**config.mk**
```make
export PLATFORM = sky130hd
export DESIGN_NAME = run_ctrl
export DESIGN_NICKNAME = d
export VERILOG_FILES = /design/src/rtl/run_ctrl.sv
export SDC_FILE = /design/constraint.sdc
export NUM_CORES = 1
export LEC_CHECK = 0
export CORE_ASPECT_RATIO = 0.6
export CORE_MARGIN = 3
export CORE_UTILIZATION = 46
export CTS_CLUSTER_SIZE = 30
export DETAILED_ROUTE_END_ITERATION = 7
export GPL_TIMING_DRIVEN = 0
export PLACE_DENSITY = 0.86
export SYNTH_ARGS = -nofsm -noshare
export SYNTH_HDL_FRONTEND = slang
export SYNTH_SLANG_ARGS = --single-unit
```
**constraint.sdc**
```tcl
create_clock -name CLK -period 3.94 [get_ports CLK]
set_input_delay 0.788 -clock CLK [delete_from_list [all_inputs] [get_ports CLK]]
set_output_delay 0.788 -clock CLK [all_outputs]
set_load 0.01 [all_outputs]
```
**src/rtl/run_ctrl.sv**
```systemverilog
// Run-control and performance counters for the accumulator core: sequences
// IDLE -> RUN -> DONE, gates retirement with run_en and keeps saturating counters.
module run_ctrl #(
    parameter int CW   = 16,
    parameter int NEV  = 4,
    parameter int WDOG = 0
) (
    input  logic                CLK,
    input  logic                start,
    input  logic                Halt,
    input  logic                stall,
    input  logic [NEV-1:0]      ev,
    output logic                run_en,
    output logic                program_done,
    output logic                timeout,
    output logic [CW-1:0]       cycle_ct,
    output logic [CW-1:0]       instr_ct,
    output logic [CW-1:0]       stall_ct,
    output logic [NEV*CW-1:0]   ev_ct,
    output logic [3+NEV-1:0]    ovf
);

    localparam int              NC       = 3 + NEV;
    localparam logic [CW-1:0]   CNT_MAX  = '1;
    localparam logic [CW-1:0]   CNT_ONE  = CW'(1);
    localparam int unsigned     WDOG_M1  = (WDOG == 0) ? 0 : WDOG - 1;
    localparam logic [CW-1:0]   WDOG_LAST = CW'(WDOG_M1);
    localparam bit              WDOG_EN  = (WDOG != 0);

    typedef enum logic [1:0] {
        S_IDLE = 2'd0,
        S_RUN  = 2'd1,
        S_DONE = 2'd2
    } state_t;

    state_t                 r_state;
    state_t                 w_state_nxt;
    logic                   r_timeout;
    logic [NC-1:0][CW-1:0]  r_cnt;
    logic [NC-1:0]          r_ovf;
    logic [NC-1:0]          w_inc;
    logic                   w_in_run;
    logic                   w_run_en;
    logic                   w_wdog_fire;
    logic                   w_set_timeout;

    assign w_in_run    = (r_state == S_RUN);
    assign w_run_en    = w_in_run && !stall;
    // Watchdog compares against the pre-increment cycle count, so it ends the run after exactly WDOG cycles.
    assign w_wdog_fire = WDOG_EN && w_in_run && (r_cnt[0] == WDOG_LAST);

    always_ff @(posedge CLK or posedge start) begin
        if (start) begin
            r_state <= S_IDLE;
        end else begin
            r_state <= w_state_nxt;
        end
    end

    always_comb begin
        w_state_nxt   = r_state;
        w_set_timeout = 1'b0;
        case (r_state)
            S_IDLE: w_state_nxt = S_RUN;
            S_RUN: begin
                if (w_wdog_fire) begin
                    w_state_nxt   = S_DONE;
                    w_set_timeout = 1'b1;
                end else if (w_run_en && Halt) begin
                    w_state_nxt = S_DONE;
                end
            end
            S_DONE: w_state_nxt = S_DONE;
            default: w_state_nxt = S_IDLE;
        endcase
    end

    always_ff @(posedge CLK or posedge start) begin
        if (start) begin
            r_timeout <= 1'b0;
        end else if (w_set_timeout) begin
            r_timeout <= 1'b1;
        end
    end

    // Index map: 0 cycle, 1 instr, 2 stall, 3+i event channel i.
    always_comb begin
        w_inc    = '0;
        w_inc[0] = w_in_run;
        w_inc[1] = w_run_en;
        w_inc[2] = w_in_run && stall;
        for (int i = 0; i < NEV; i++) begin
            w_inc[3+i] = w_run_en && ev[i];
        end
    end

    always_ff @(posedge CLK or posedge start) begin
        if (start) begin
            r_cnt <= '0;
            r_ovf <= '0;
        end else begin
            for (int k = 0; k < NC; k++) begin
                if (w_inc[k]) begin
                    if (r_cnt[k] == CNT_MAX) begin
                        r_ovf[k] <= 1'b1;
                    end else begin
                        r_cnt[k] <= r_cnt[k] + CNT_ONE;
                    end
                end
            end
        end
    end

    assign run_en       = w_run_en;
    assign program_done = (r_state == S_DONE);
    assign timeout      = r_timeout;
    assign cycle_ct     = r_cnt[0];
    assign instr_ct     = r_cnt[1];
    assign stall_ct     = r_cnt[2];
    assign ovf          = r_ovf;

    for (genvar g = 0; g < NEV; g++) begin : g_ev_out
        assign ev_ct[g*CW +: CW] = r_cnt[3+g];
    end

endmodule

```
==> summary.md, run 1 <==
| Metric | Value |
|---|---|
| Status | `finished clean` |
| Final Cell Area | `between 0.008 and 0.009 mm^2` |
| Clock Tree Buf Depth | `2` |
| Sink Count | `121` |
| Root buffer cell | `clkbuf_16` |
| Multi-input combinational cell area | `~0.0028 mm^2` |
| Reg area | `around 0.0030 mm^2` |
| Main synth FF type | `dfrtp_1` |
| Finished Layout Cells | `approximately 900` |
| Die Y | `between 90 and 100 um` |
| Total wire length | `around 16000 um` |
| Total die area | `around 0.014 mm^2` |
| Yosys cell types | `50` |
| Critical-path maximum fanout | `10` |
| Clk_skew | `7.50 ps` |
| Synth Register Bits | `around 120` |
| H-tree Lvls | `4` |
| N_diodes | `0` |
| Final period util | `a little over four fifths` |
| Setup Viol. Count Final | `0` |
| Most common cell after layout, fill and taps aside | `clkdlybuf4s50_1` |
| Die Span X | `between 150 and 200 um` |
| Sequential area share after synthesis | `between 50% and 60%` |
| EDFF count, synth | `0` |
| Vias per Instance | `around 5.7` |
| Initial antenna violation count | `0` |
| Power share of the combinational group | `22.2%` |
| Sequential power share | `40.1%` |
| Worst-margin pin slew | `slightly below 900 ps` |
| Net switching power | `about 1.2 mW` |
| Synth top area cells | `dfrtp_1 (51%), xor2_1 (6.2%), xnor2_1 (5.6%), nand4_1 (4.5%), nand3_1 (2.9%)` |
| Fin util | `between 60% and 70%` |
| Post-CTS setup repair buffer count | `0` |
| Layout cell share with drive strength beyond 1 | `9.03%` |
| Async SR Flop Fraction | `between 90% and 100%` |
| Core ar. | `about 0.012 mm^2` |
| Mapped Area | `0.00598 mm^2` |
| Leak | `roughly 3.5 nW` |
| Max cap viols | `0` |
| Drt pass-1 iters | `6` |
| Endpoints failing hold | `0` |
| Largest net degree at the start of global routing | `29` |
| Most frequent cells in the layout | `clkdlybuf4s50_1 (128), dfrtp_1 (121), nand4_1 (43), xor2_1 (42), nand2_1 (41)` |
| Initial DRC count | `335` |
| Clock power share | `between 30% and 40%` |
| Post-Syn Instances | `~570` |
| Placed cells | `864` |
| DRC errors left | `0` |
| Setup crit end kind | `output pin` |
| First-pass GRT wire length | `roughly 26000 um` |
| Req. time, crit path | `around 3200 ps` |
| Vias in the first global route | `5032` |
| Post-synth net total | `about 590` |
| Final ANT Viol Nets | `0` |
| FILL cells | `just under 1000` |
| Grt ovf | `0` |
| Clk_lat worst skew | `between 400 and 500 ps` |
| Cell Int Power | `roughly 2.9 mW` |
| Vias | `a little over 5000` |
| Arrival @ worst endpoint | `between 2000 and 3000 ps` |
| Cts hold-fix bufs | `0` |
| Worst VDD drop | `~340 uV` |
| GPL Wtd Cong | `just under 0.9` |
| Critical Path Start Type | `register` |
| Max-slew headroom | `approximately 40%` |
| Ports | `130` |
| CTS tree | `built` |
| Setup CP Type | `register to output pin` |
| Ys Warns | `0` |
| Pwr/cell area | `approximately 500 mW/mm^2` |
| RSZ-0062 raised after global routing | `no` |
| Largest area contributor in the netlist | `dfrtp_1` |
| Tmin final | `roughly 3300 ps` |
| Average routed wire per standard cell | `roughly 17 um` |
| NumNets Final | `736` |
| Total Neg Setup Slack | `0 ps` |
| Share of the synthesized area in the top cell type | `~51%` |
| Synthesized area per cell | `~11 um^2` |
| Max-slew violation count | `0` |
| Estimated wirelength of the detail-placed design | `~11000 um` |
| # rows | `31` |
| Fmax | `301 MHz` |
| DP Area | `0.00756 mm^2` |
| Clk pin slew, worst setup/hold paths | `approximately 60 ps` |
| Initial core utilization | `roughly half` |
| Total GRT Usage | `22.2%` |
| Switching share of power | `30.2%` |
| Worst Hold Class | `register to register` |
| Total CTS buffers | `17` |
| Post-CTS Resized | `0` |
| Port Buf Inserts | `128` |
| Area Growth Syn to Fin | `36.3%` |
==> final timing paths <==
check	from	to	slack, ps	cells after the start
worst max-delay path	r_state[1]	run_en	620	7
worst min-delay path	ovf[5]	ovf[5]	460	1
worst max register to register	r_state[1]	stall_ct[15]	1610	7
worst min register to register	ovf[5]	ovf[5]	460	1
max in group asynchronous	start	ev_ct[49]	2240	5
min in group asynchronous	start	stall_ct[14]	780	2
==> kinds of logic after synthesis <==
logic type	after synthesis	synth area share, %
and+or+nand+nor	257	24.5
DFF	121	50.6
xor gates and xnor gates	80	11.7
AOI/OAI and AO/OA	57	6.38
buffers and inverters	26	1.78
muxes	15	2.85
adders and majority gates	10	2.09
other	1	0.0627
==> per-stage QoR <==
step	hold slack (ps)	setup slack [ps]	power [mW]
floorplan	493	1670	2.05
global placement	445	578	2.50
detailed placement	445	610	2.56
CTS	458	540	4.11
global route	469	427	4.29
finish	459	621	4.09
==> flip-flops by register name, summed over array words and instances, names as in the netlist <==
name      cells
ev_ct        64
cycle_ct     16
instr_ct     16
stall_ct     16
ovf           7
r_state       2
==> power groups by stage <==
stage	clock [mW]	combinational, mW	sequential [mW]
3_3_place_gp	0	0.868	1.63
2_1_floorplan	0	0.382	1.67
3_5_place_dp	0	0.911	1.65
6_report	1.54	0.906	1.64
4_1_cts	1.56	0.919	1.64
5_1_grt	1.63	0.988	1.67
==> per-layer routing <==
layer / track usage, % / vias up / part of all wire (%)
met5: 0 / - / 0
met1: 30.5 / 2511 / 46
li1: - / 2399 / -
met2: 34.7 / 223 / 46
met4: 6.08 / 0 / 0.51
met3: 6.67 / 10 / 7.6
==> cells in the mapped netlist, drive strengths merged (6+ instances only) <==
cell type and n:
a31oi 10, xnor2 38, inv 16, o21ai 9, nor3 25, dfrtp 121, nand2 41, mux2 13
and3 15, a21oi 15, nand4b 6, nand3 35, ha 10, nor2 30, xor2 42, nor4 19
nand4 45, and4 14
==> layout make-up <==
class | instances | area share [%]
Sequential cell | 121 | 37.1
Timing Repair Buffer | 132 | 16.8
Multi-Input combinational cell | 420 | 34.9
Buffer | 10 | 0.568
Clock buffer | 21 | 5.77
Clock inverter | 11 | 1.49
Inverter | 16 | 0.783
Tap cell | 165 | 2.53
==> critical path, cell delays in order, from the launching register on <==
cell and delay (ps):
dfrtp_1 380, inv_1 100, ha_1 140, buf_2 260, nand2b_1 130, inv_1 220
buf_2 310, clkdlybuf4s50_1 580
(Power assumes the default switching activity.)
==> run 2, diff against run 1 <==
==> constraint.sdc (replaced) <==
create_clock -name CLK -period 2.8 [get_ports CLK]
set_input_delay 0.56 -clock CLK [delete_from_list [all_inputs] [get_ports CLK]]
set_output_delay 0.56 -clock CLK [all_outputs]
set_load 0.01 [all_outputs]
==> run 2 against run 1 <==
  * Final cell count rose by 0.11%
  * Largest power group unchanged
  * Register-to-register slack got worse by 1000 ps
  * Critical endpoint is now stall_ct[15]
  * Sequential share of layout area down 0.10 points
  * Sequential power increased by 41%
  * Non-clock buffer count is 1 higher
  * Final area rose by 0.28%
  * Power increased by 41%
  * Die area unchanged
  * Combinational power grew 43%
  * Clock-buffer cell count did not move
  * Largest cell class unchanged
==> summary.md, run 2 (synthesized netlist as in run 1, its figures left out) <==
| Metric | Value |
|---|---|
| Setup crit end kind | `register (was output pin)` |
| N_diodes | `0 (unchanged)` |
| Setup Viol. Count Final | `0 (unchanged)` |
| Root buffer cell | `clkbuf_16 (unchanged)` |
| Largest net degree at the start of global routing | `29 (unchanged)` |
| Max cap viols | `0 (unchanged)` |
| Sink Count | `121 (unchanged)` |
| Most frequent cells in the layout | `clkdlybuf4s50_1 (127), dfrtp_1 (121), nand4_1 (43), xor2_1 (42), nand2_1 (41) (was clkdlybuf4s50_1 (128), dfrtp_1 (121), nand4_1 (43), xor2_1 (42), nand2_1 (41))` |
| Critical-path maximum fanout | `10 (unchanged)` |
| Crit path to | `stall_ct[15] (was run_en)` |
| Reg area | `0.00303 mm^2 (unchanged)` |
| Reg2Reg Depth | `7 (unchanged)` |
| RSZ-0062 raised after global routing | `no (unchanged)` |
| H-tree Lvls | `4 (unchanged)` |
| Multi-input combinational cell area | `0.00285 mm^2 (unchanged)` |
| Cts hold-fix bufs | `0 (unchanged)` |
| Vias | `5191 (was 5143)` |
| Final ANT Viol Nets | `0 (unchanged)` |
| Estimated wirelength of the detail-placed design | `11300 um (unchanged)` |
| Total CTS buffers | `17 (unchanged)` |
| Clk pin slew, worst setup/hold paths | `60 ps (about the same)` |
| Max-slew violation count | `0 (unchanged)` |
| Total wire length | `15800 um (was 15700 um)` |
| Sequential power share | `40.0% (was 40.1%)` |
| Initial antenna violation count | `0 (unchanged)` |
| Total die area | `0.0145 mm^2 (unchanged)` |
| First-pass GRT wire length | `25700 um (about the same)` |
| Final period util | `slightly above 90%` |
| Total Neg Setup Slack | `0 ps (unchanged)` |
| Ports | `130 (unchanged)` |
| # rows | `31 (unchanged)` |
| Cell Int Power | `4.03 mW (was 2.85 mW)` |
| NumNets Final | `737 (was 736)` |
| Vias in the first global route | `5029 (was 5032)` |
| Initial core utilization | `48.3% (unchanged)` |
| Worst hold margin | `459 ps (about the same)` |
| Clock Tree Buf Depth | `2 (unchanged)` |
| Clk_lat worst skew | `410 ps (about the same)` |
| Drt pass-1 iters | `5 (was 6)` |
| DRC errors left | `0 (unchanged)` |
| Leak | `3.54 nW (was 3.52 nW)` |
| DP Area | `0.00756 mm^2 (unchanged)` |
| Max FFs per register | `64 (unchanged)` |
| Fmax | `approximately 380 MHz` |
| Pwr/cell area | `706 mW/mm^2 (was 501 mW/mm^2)` |
| Grt ovf | `0 (unchanged)` |
| Worst VDD drop | `483 uV (was 340 uV)` |
| Setup CP Type | `input port to register (was register to output pin)` |
| Finished Layout Cells | `897 (was 896)` |
| Area Growth Syn to Fin | `36.7% (was 36.3%)` |
| Worst setup startpoint | `stall (was r_state[1])` |
| Switching share of power | `30.2% (about the same)` |
| Final Cell Area | `0.00817 mm^2 (was 0.00815 mm^2)` |
| Port Buf Inserts | `128 (unchanged)` |
| WHS Path Cells | `1 (unchanged)` |
| GPL Wtd Cong | `0.892 (unchanged)` |
| FF-to-FF End | `stall_ct[15] (unchanged)` |
| Die Span X | `153 um (unchanged)` |
| Placed cells | `864 (unchanged)` |
| Total GRT Usage | `22.3% (was 22.2%)` |
| Net switching power | `1.74 mW (was 1.24 mW)` |
| FILL cells | `966 (was 972)` |
| Clk_skew | `8.28 ps (was 7.50 ps)` |
| Req. time, crit path | `3090 ps (was 3150 ps)` |
| Worst Hold Class | `register to register (unchanged)` |
| CTS tree | `built (unchanged)` |
| Arrival @ worst endpoint | `2890 ps (was 2530 ps)` |
| Power share of the combinational group | `22.5% (was 22.2%)` |
| Overall Power | `5.77 mW (was 4.09 mW)` |
| Clock power share | `37.5% (was 37.7%)` |
| Max-slew headroom | `40.2% (was 40.1%)` |
| Worst-margin pin slew | `887 ps (was 889 ps)` |
| R2R setup slack | `590 ps (was 1610 ps)` |
| Average routed wire per standard cell | `17.6 um (was 17.5 um)` |
| Most common cell after layout, fill and taps aside | `clkdlybuf4s50_1 (unchanged)` |
| Core ar. | `0.0124 mm^2 (unchanged)` |
| Tmin final | `around 2600 ps` |
| Vias per Instance | `5.79 (was 5.74)` |
| Critical Path Start Type | `input port (was register)` |
| Endpoints failing hold | `0 (unchanged)` |
| Layout cell share with drive strength beyond 1 | `9.29% (was 9.03%)` |
| Die Y | `94.3 um (unchanged)` |
| Reg-to-reg startpoint | `r_state[1] (unchanged)` |
| Initial DRC count | `354 (was 335)` |
| Status | `finished clean (unchanged)` |
run 2: cell types whose count changed in the layout (fill, tap and decap cells not counted), sizes merged:
cell,previous run,this run
buf,9,10
clkdlybuf4s50,128,127
dlymetal6s2s,0,1
run 2: worst min path at each step:
stage | from | slack [ps] | to
floorplan | ovf[3] | 490 | ovf[3]
global placement | ovf[5] | 440 | ovf[5]
detailed placement | ovf[5] | 450 | ovf[5]
CTS | ovf[5] | 460 | ovf[5]
global route | ovf[5] | 470 | ovf[5]
finish | ovf[5] | 460 | ovf[5]
run 2: what timing repair did:
item	CTS	global route
endpoints found under the setup margin	1	1
gates cloned	0	0
setup buffers	1	0
resized for setup	4	2
run 2: power groups by stage:
stage | clock, mW | combinational [mW] | sequential [mW]
global placement | 0 | 1.22 | 2.30
finish | 2.17 | 1.30 | 2.31
CTS | 2.19 | 1.31 | 2.30
floorplan | 0 | 0.538 | 2.35
detailed placement | 0 | 1.28 | 2.32
global route | 2.30 | 1.41 | 2.34
run 2: metal layers:
| metal | wire (um) | GRT usage (%) |
|---|---|---|
| met5 | 0 | 0 |
| met2 | 7320 | 34.6 |
| met3 | 1160 | 6.67 |
| met1 | 7230 | 30.7 |
| met4 | 77 | 6.08 |
run 2: metrics by stage:
step           worst slack (ps)  utilization (%)
3_5_place_dp               -206             61.1
6_report                    193             66.1
2_1_floorplan               757                -
3_3_place_gp               -334             60.4
5_1_grt                     109             66.1
4_1_cts                    50.6             66.0
run 2: critical path: stages:
cell and delay (ps):
clkdlybuf4s50_1 480, clkbuf_1 460, nand4_1 330, nor3_1 650
nand4_1 230, xnor2_1 180
run 2: cell type report:
| class | count | share of cell area, % |
|---|---|---|
| Sequential cell | 121 | 37.0 |
| Multi-Input combinational cell | 420 | 34.8 |
| Timing Repair Buffer | 133 | 16.9 |
| Clock buffer | 21 | 5.76 |
| Tap cell | 165 | 2.53 |
| Clock inverter | 11 | 1.48 |
| Inverter | 16 | 0.781 |
| Buffer | 10 | 0.719 |
